File: src/rtl/hand_bank_datapath.sv
// Card-hand register bank for the baccarat engine: loads cards through a
// deal_req/deal_ack handshake and scores every hand from its stored cards.
module hand_bank_datapath #(
    parameter int NUM_HANDS      = 2,
    parameter int CARDS_PER_HAND = 3,
    localparam int HS_W  = (NUM_HANDS > 1) ? $clog2(NUM_HANDS) : 1,
    localparam int CNT_W = $clog2(CARDS_PER_HAND + 1)
) (
    input  logic                                clk,
    input  logic                                resetb,
    input  logic                                deal_req,
    input  logic [HS_W-1:0]                     deal_hand,
    input  logic [3:0]                          deal_card,
    input  logic                                clear_all,
    output logic                                deal_ack,
    output logic                                deal_ok,
    output logic [NUM_HANDS*CARDS_PER_HAND*4-1:0] cards_out,
    output logic [NUM_HANDS*CNT_W-1:0]          count_out,
    output logic [NUM_HANDS*4-1:0]              score_out,
    output logic [NUM_HANDS-1:0]                full_out,
    output logic [NUM_HANDS-1:0]                natural_out,
    output logic                                err
);
    localparam int SUM_W = $clog2(9 * CARDS_PER_HAND + 1);

    logic [3:0]       r_cards [NUM_HANDS][CARDS_PER_HAND];
    logic [CNT_W-1:0] r_count [NUM_HANDS];
    logic             r_ack;
    logic             r_ok;
    logic             r_err;

    logic [CNT_W-1:0] w_sel_count;
    logic             w_hand_ok;
    logic             w_card_ok;
    logic             w_accept;
    logic [SUM_W-1:0] w_sum   [NUM_HANDS];
    logic [3:0]       w_score [NUM_HANDS];

    // Look up the targeted hand without ever indexing past the last hand.
    always_comb begin
        w_sel_count = {CNT_W{1'b0}};
        w_hand_ok   = 1'b0;
        for (int h = 0; h < NUM_HANDS; h++) begin
            w_hand_ok   = w_hand_ok | (deal_hand == HS_W'(h));
            w_sel_count = (deal_hand == HS_W'(h)) ? r_count[h] : w_sel_count;
        end
        w_card_ok = (deal_card != 4'd0) && (deal_card <= 4'd13);
        w_accept  = w_hand_ok && w_card_ok && (w_sel_count != CNT_W'(CARDS_PER_HAND));
    end

    // Card storage, slot counters and handshake; clear_all beats a same-cycle deal.
    always_ff @(posedge clk) begin
        if (!resetb) begin
            for (int h = 0; h < NUM_HANDS; h++) begin
                r_count[h] <= {CNT_W{1'b0}};
                for (int s = 0; s < CARDS_PER_HAND; s++) begin
                    r_cards[h][s] <= 4'd0;
                end
            end
            r_ack <= 1'b0;
            r_ok  <= 1'b0;
            r_err <= 1'b0;
        end else begin
            r_ack <= deal_req;
            r_ok  <= 1'b0;
            if (clear_all) begin
                for (int h = 0; h < NUM_HANDS; h++) begin
                    r_count[h] <= {CNT_W{1'b0}};
                    for (int s = 0; s < CARDS_PER_HAND; s++) begin
                        r_cards[h][s] <= 4'd0;
                    end
                end
                r_err <= 1'b0;
            end else if (deal_req) begin
                if (w_accept) begin
                    for (int h = 0; h < NUM_HANDS; h++) begin
                        if (deal_hand == HS_W'(h)) begin
                            r_count[h] <= r_count[h] + CNT_W'(1);
                        end
                        for (int s = 0; s < CARDS_PER_HAND; s++) begin
                            if ((deal_hand == HS_W'(h)) && (w_sel_count == CNT_W'(s))) begin
                                r_cards[h][s] <= deal_card;
                            end
                        end
                    end
                    r_ok <= 1'b1;
                end else begin
                    r_err <= 1'b1;
                end
            end
        end
    end

    // Score: face cards and tens count zero; the full-width sum is reduced mod 10.
    always_comb begin
        for (int h = 0; h < NUM_HANDS; h++) begin
            w_sum[h] = {SUM_W{1'b0}};
            for (int s = 0; s < CARDS_PER_HAND; s++) begin
                w_sum[h] = w_sum[h] + ((r_cards[h][s] <= 4'd9) ? SUM_W'(r_cards[h][s]) : {SUM_W{1'b0}});
            end
            w_score[h] = 4'(w_sum[h] % SUM_W'(10));
        end
    end

    // Flatten per-hand state onto the packed output buses.
    always_comb begin
        cards_out   = {(NUM_HANDS*CARDS_PER_HAND*4){1'b0}};
        count_out   = {(NUM_HANDS*CNT_W){1'b0}};
        score_out   = {(NUM_HANDS*4){1'b0}};
        full_out    = {NUM_HANDS{1'b0}};
        natural_out = {NUM_HANDS{1'b0}};
        for (int h = 0; h < NUM_HANDS; h++) begin
            for (int s = 0; s < CARDS_PER_HAND; s++) begin
                cards_out[(h*CARDS_PER_HAND+s)*4 +: 4] = r_cards[h][s];
            end
            count_out[h*CNT_W +: CNT_W] = r_count[h];
            score_out[h*4 +: 4]         = w_score[h];
            full_out[h]    = (r_count[h] == CNT_W'(CARDS_PER_HAND));
            natural_out[h] = (r_count[h] == CNT_W'(2)) && (w_score[h] >= 4'd8);
        end
    end

    assign deal_ack = r_ack;
    assign deal_ok  = r_ok;
    assign err      = r_err;

endmodule

File: config.mk
export PLATFORM = sky130hd
export DESIGN_NAME = hand_bank_datapath
export DESIGN_NICKNAME = d
export VERILOG_FILES = /design/src/rtl/hand_bank_datapath.sv
export SDC_FILE = /design/constraint.sdc
export NUM_CORES = 1
export LEC_CHECK = 0
export ABC_AREA = 1
export CAP_MARGIN = 30
export CORE_MARGIN = 3
export CORE_UTILIZATION = 30
export DETAILED_ROUTE_END_ITERATION = 16
export PLACE_DENSITY = 0.53
export SLEW_MARGIN = 20
export SYNTH_ARGS = -nofsm -noshare
export SYNTH_HDL_FRONTEND = slang
export SYNTH_SLANG_ARGS = --single-unit
export TNS_END_PERCENT = 30
File: constraint.sdc
create_clock -name clk -period 7 [get_ports clk]
set_input_delay 2.1 -clock clk [delete_from_list [all_inputs] [get_ports clk]]
set_output_delay 2.1 -clock clk [all_outputs]
set_load 0.05 [all_outputs]
==> impl_results.md <==
* Outcome: completed
* CTS resizes at 0
* Final worst setup slack at 0.5874 ns
* Clock Latency Late Sink at around 0.28 ns
* Mapped Cells at about 270
* Sink Count at 31
* Power density over the cells at 224.5 nW/µm²
* Met2 WL at 2.122 mm
* Final setup skew at between 0.006 and 0.007 ns
* Setup_tns at 0 ns
* Post-DP HPWL at 4.024 mm
* Final WL at about 4.8 mm
* Post-synthesis compound-gate area fraction at 5.574%
* Crit path kind: flip-flop to primary output
* # diodes at 0
* Final setup violation count at 0
* Die W at 92.07 µm
* Nets at roughly 360
* Final total power at 660.1 µW
* CP cell instances: inv_1 -> a21oi_1 -> or2_2 -> fa_1 -> inv_1 -> ha_1 -> inv_1 -> fa_1 -> inv_1 -> nor2_1 -> nand3_1 -> nand2_1 -> inv_1 -> ha_1 -> nor2_1 -> nand2_1 -> nand2_1 -> nand3_1 -> a21boi_0 -> clkdlybuf4s50_1
* CTS tree: done
* Initial antenna violation count at 0
* Via-to-Cell Ratio at ~4.3
* Cts bufs inserted at 5
* Post-synthesis sequential area ratio at 40.54%
* Max IR drop VDD at ~0.13 mV
* Fin crit period at ~6.4 ns
* Pre-antenna DRT Iters at 4
* Max Used Layer: met4
* Area growth syn-to-layout at 32.32%
* Yosys top cell by area: edfxtp_1
* Hold Crit Class: flip-flop to flip-flop
* Main flop type after synthesis: edfxtp_1
* Number of global-route vias before repair at 1780
* Pin count of the biggest net entering global routing at 12
* Ys async rst share at 0%
* Ys Warns at 0
* First-pass GRT wire length at 8.142 mm
* GRT Residual Overflow at 0
* Post-Synth XOR/XNOR Area at 1.182%
* Most common cell type on the critical path: inv_1
* P_leak at 1.359 nW
* Die Area at 8476 µm²
* Die height at between 90 and 100 µm
* Tot GR Track Use at 12.10%
* Met1 Wirelength at 2.284 mm
* Clock slew at reported path FFs at around 0.060 ns
* Syn avg cell area at between 8 and 9 µm²
* Cell Area, Synth at 2222 µm²
* Yosys reg bits at 31
* Vias at 1816
* Net Count, Synth at about 310
* Setup WS pre-CTS at 0.8405 ns
* Initial DRC Count at 63
* Row count at 30
* Post-CTS Setup Bufs at 0
* CP bufs+invs at 6
* CTS hold repair buffers at 0
* GPL Wtd Cong at slightly below 0.8
* Number of flops mapped to enable cells by yosys at 28
* Slew Limit Fails at 0
* ANT nets after route at 0
* Synth top area cells: edfxtp_1 (38%), inv_1 (12%), nand2_1 (10%)
* Worst-path fanout max at 3
* I/O pin cnt at 52
* Tcrit/Tclk final at approximately nine tenths
* Mux contribution to synthesized area at 0%
* Setup crit end kind: primary output
* Clock root buffer: clkbuf_8
* Area share of the leading cell type in the synthesized netlist at between 30 and 40%
* Top Family by Delay on Critical Path: adder cells
* CTS HTree Levels at 2
* Drt wl/cell at 11.16 µm
* Layout cells sized above 1 at about 5.4%
* Max cap viols at 0
* Port Buffer Count at 51
* F_max at approximately 160 MHz
* Synth Area in Simple Gates at 23.65%
* Synth cell types at 22
* Critical path startpoint category: flip-flop
* RSZ-0062 raised after global routing: no
* Largest family of logic cells by synthesized area: simple AND/OR/NAND/NOR gates
* Met3 wire length at 297 µm
* Final core occ at approximately 42%
* CTS max path bufs at 2
* Critical Path RT at 4.90 ns
* DRC at 0
* Final Hold Fails at 0
* Initial Utilization at 31.83%
* Post-synthesis adder-cell area fraction at 16.89%
* Tightest Pin Transition at 0.8161 ns
* CP arrival at 4.31 ns
* Core region area at 6982 µm²
* Critical Path Max Stage Delay at 0.82 ns
* Slew headroom at about 45%
* Crit path max-delay cell type: clkdlybuf4s50_1
[cell usage in the layout (no fill, tap or decap), types with 2 or more instances in the layout]
| master | n |
|---|---|
| nor2_4 | 2 |
| nand4_1 | 3 |
| o21ai_0 | 6 |
| a21oi_1 | 12 |
| clkbuf_8 | 6 |
| edfxtp_1 | 28 |
| dfxtp_1 | 3 |
| inv_1 | 71 |
| nor2_1 | 34 |
| xor2_1 | 2 |
| fa_1 | 10 |
| or2_2 | 3 |
| o21ai_2 | 3 |
| nand2_1 | 60 |
| ha_1 | 14 |
| clkdlybuf4s50_1 | 51 |
| nand3_1 | 15 |
[where the power goes]
group	switching [mW]	internal, mW	leakage, nW
registers	0.00755	0.212	0.337
logic	0.202	0.0973	0.975
clock network	0.0618	0.0791	0.0482
[final timing paths]
path                  from              to  slack [ns]  depth (start not counted)
max          r_cards[1][2]  natural_out[1]        0.59                         20
min                    err             err        0.46                          2
max reg2reg  r_count[0][2]   r_cards[0][8]        5.08                          9
min reg2reg            err             err        0.46                          2
[area by class of cell]
type	count	area [µm²]
clock buffer	7	86.33
clock inverter	1	5.005
fill	734	4041
inverter	71	266.5
multi-input combinational	170	1051
sequential	31	900.9
tap	96	120.1
timing repair buffer	51	510.5
[worst reg2reg max path, stage by stage (launching register included)]
cell	delay (ns)
edfxtp_1	0.44
inv_1	0.11
nand2_1	0.07
o21ai_2	0.10
nor2_1	0.09
nor2_2	0.17
nand3_4	0.16
nor2_4	0.18
nand2_1	0.13
nand2_1	0.17
[registers in the layout, summed over array words and instances (netlist names)]
register and cells:
deal_ack 1, deal_ok 1, r_cards 24, err 1, r_count 4
[logic make-up (layout without fill, tap and decap cells)]
kind of cell | count (synthesis) | count (layout)
compound gates | 22 | 22
flops | 31 | 31
simple gates | 121 | 121
fa+ha+maj | 24 | 24
buf+inv | 72 | 130
xor+xnor | 3 | 3
[through the flow]
stage / cells / hold WS, ns / instance area (µm²)
5_1_grt: 427 / 0.5182 / 2940
4_1_cts: 427 / 0.4752 / 2940
2_1_floorplan: 273 / 0.6932 / 2222
3_5_place_dp: 419 / 0.4563 / 2849
3_3_place_gp: 419 / 0.4453 / 2849
6_report: 427 / 0.4645 / 2940
[cells in the mapped netlist, types with 2 or more instances]
library cell / instances
a21oi_1: 12
dfxtp_1: 3
edfxtp_1: 28
fa_1: 10
ha_1: 14
inv_1: 71
nand2_1: 60
nand3_1: 15
nand4_1: 3
nor2_1: 34
nor2_4: 2
o21ai_0: 6
o21ai_2: 3
or2_2: 3
xor2_1: 2
[metal layers]
layer / GRT usage (%) / vias to the layer above
met4: 3.589 / 0
met3: 4.184 / 8
met2: 18.86 / 47
li1: - / 952
met1: 15.85 / 809
met5: 0 / -
(Power assumes the default switching activity.)
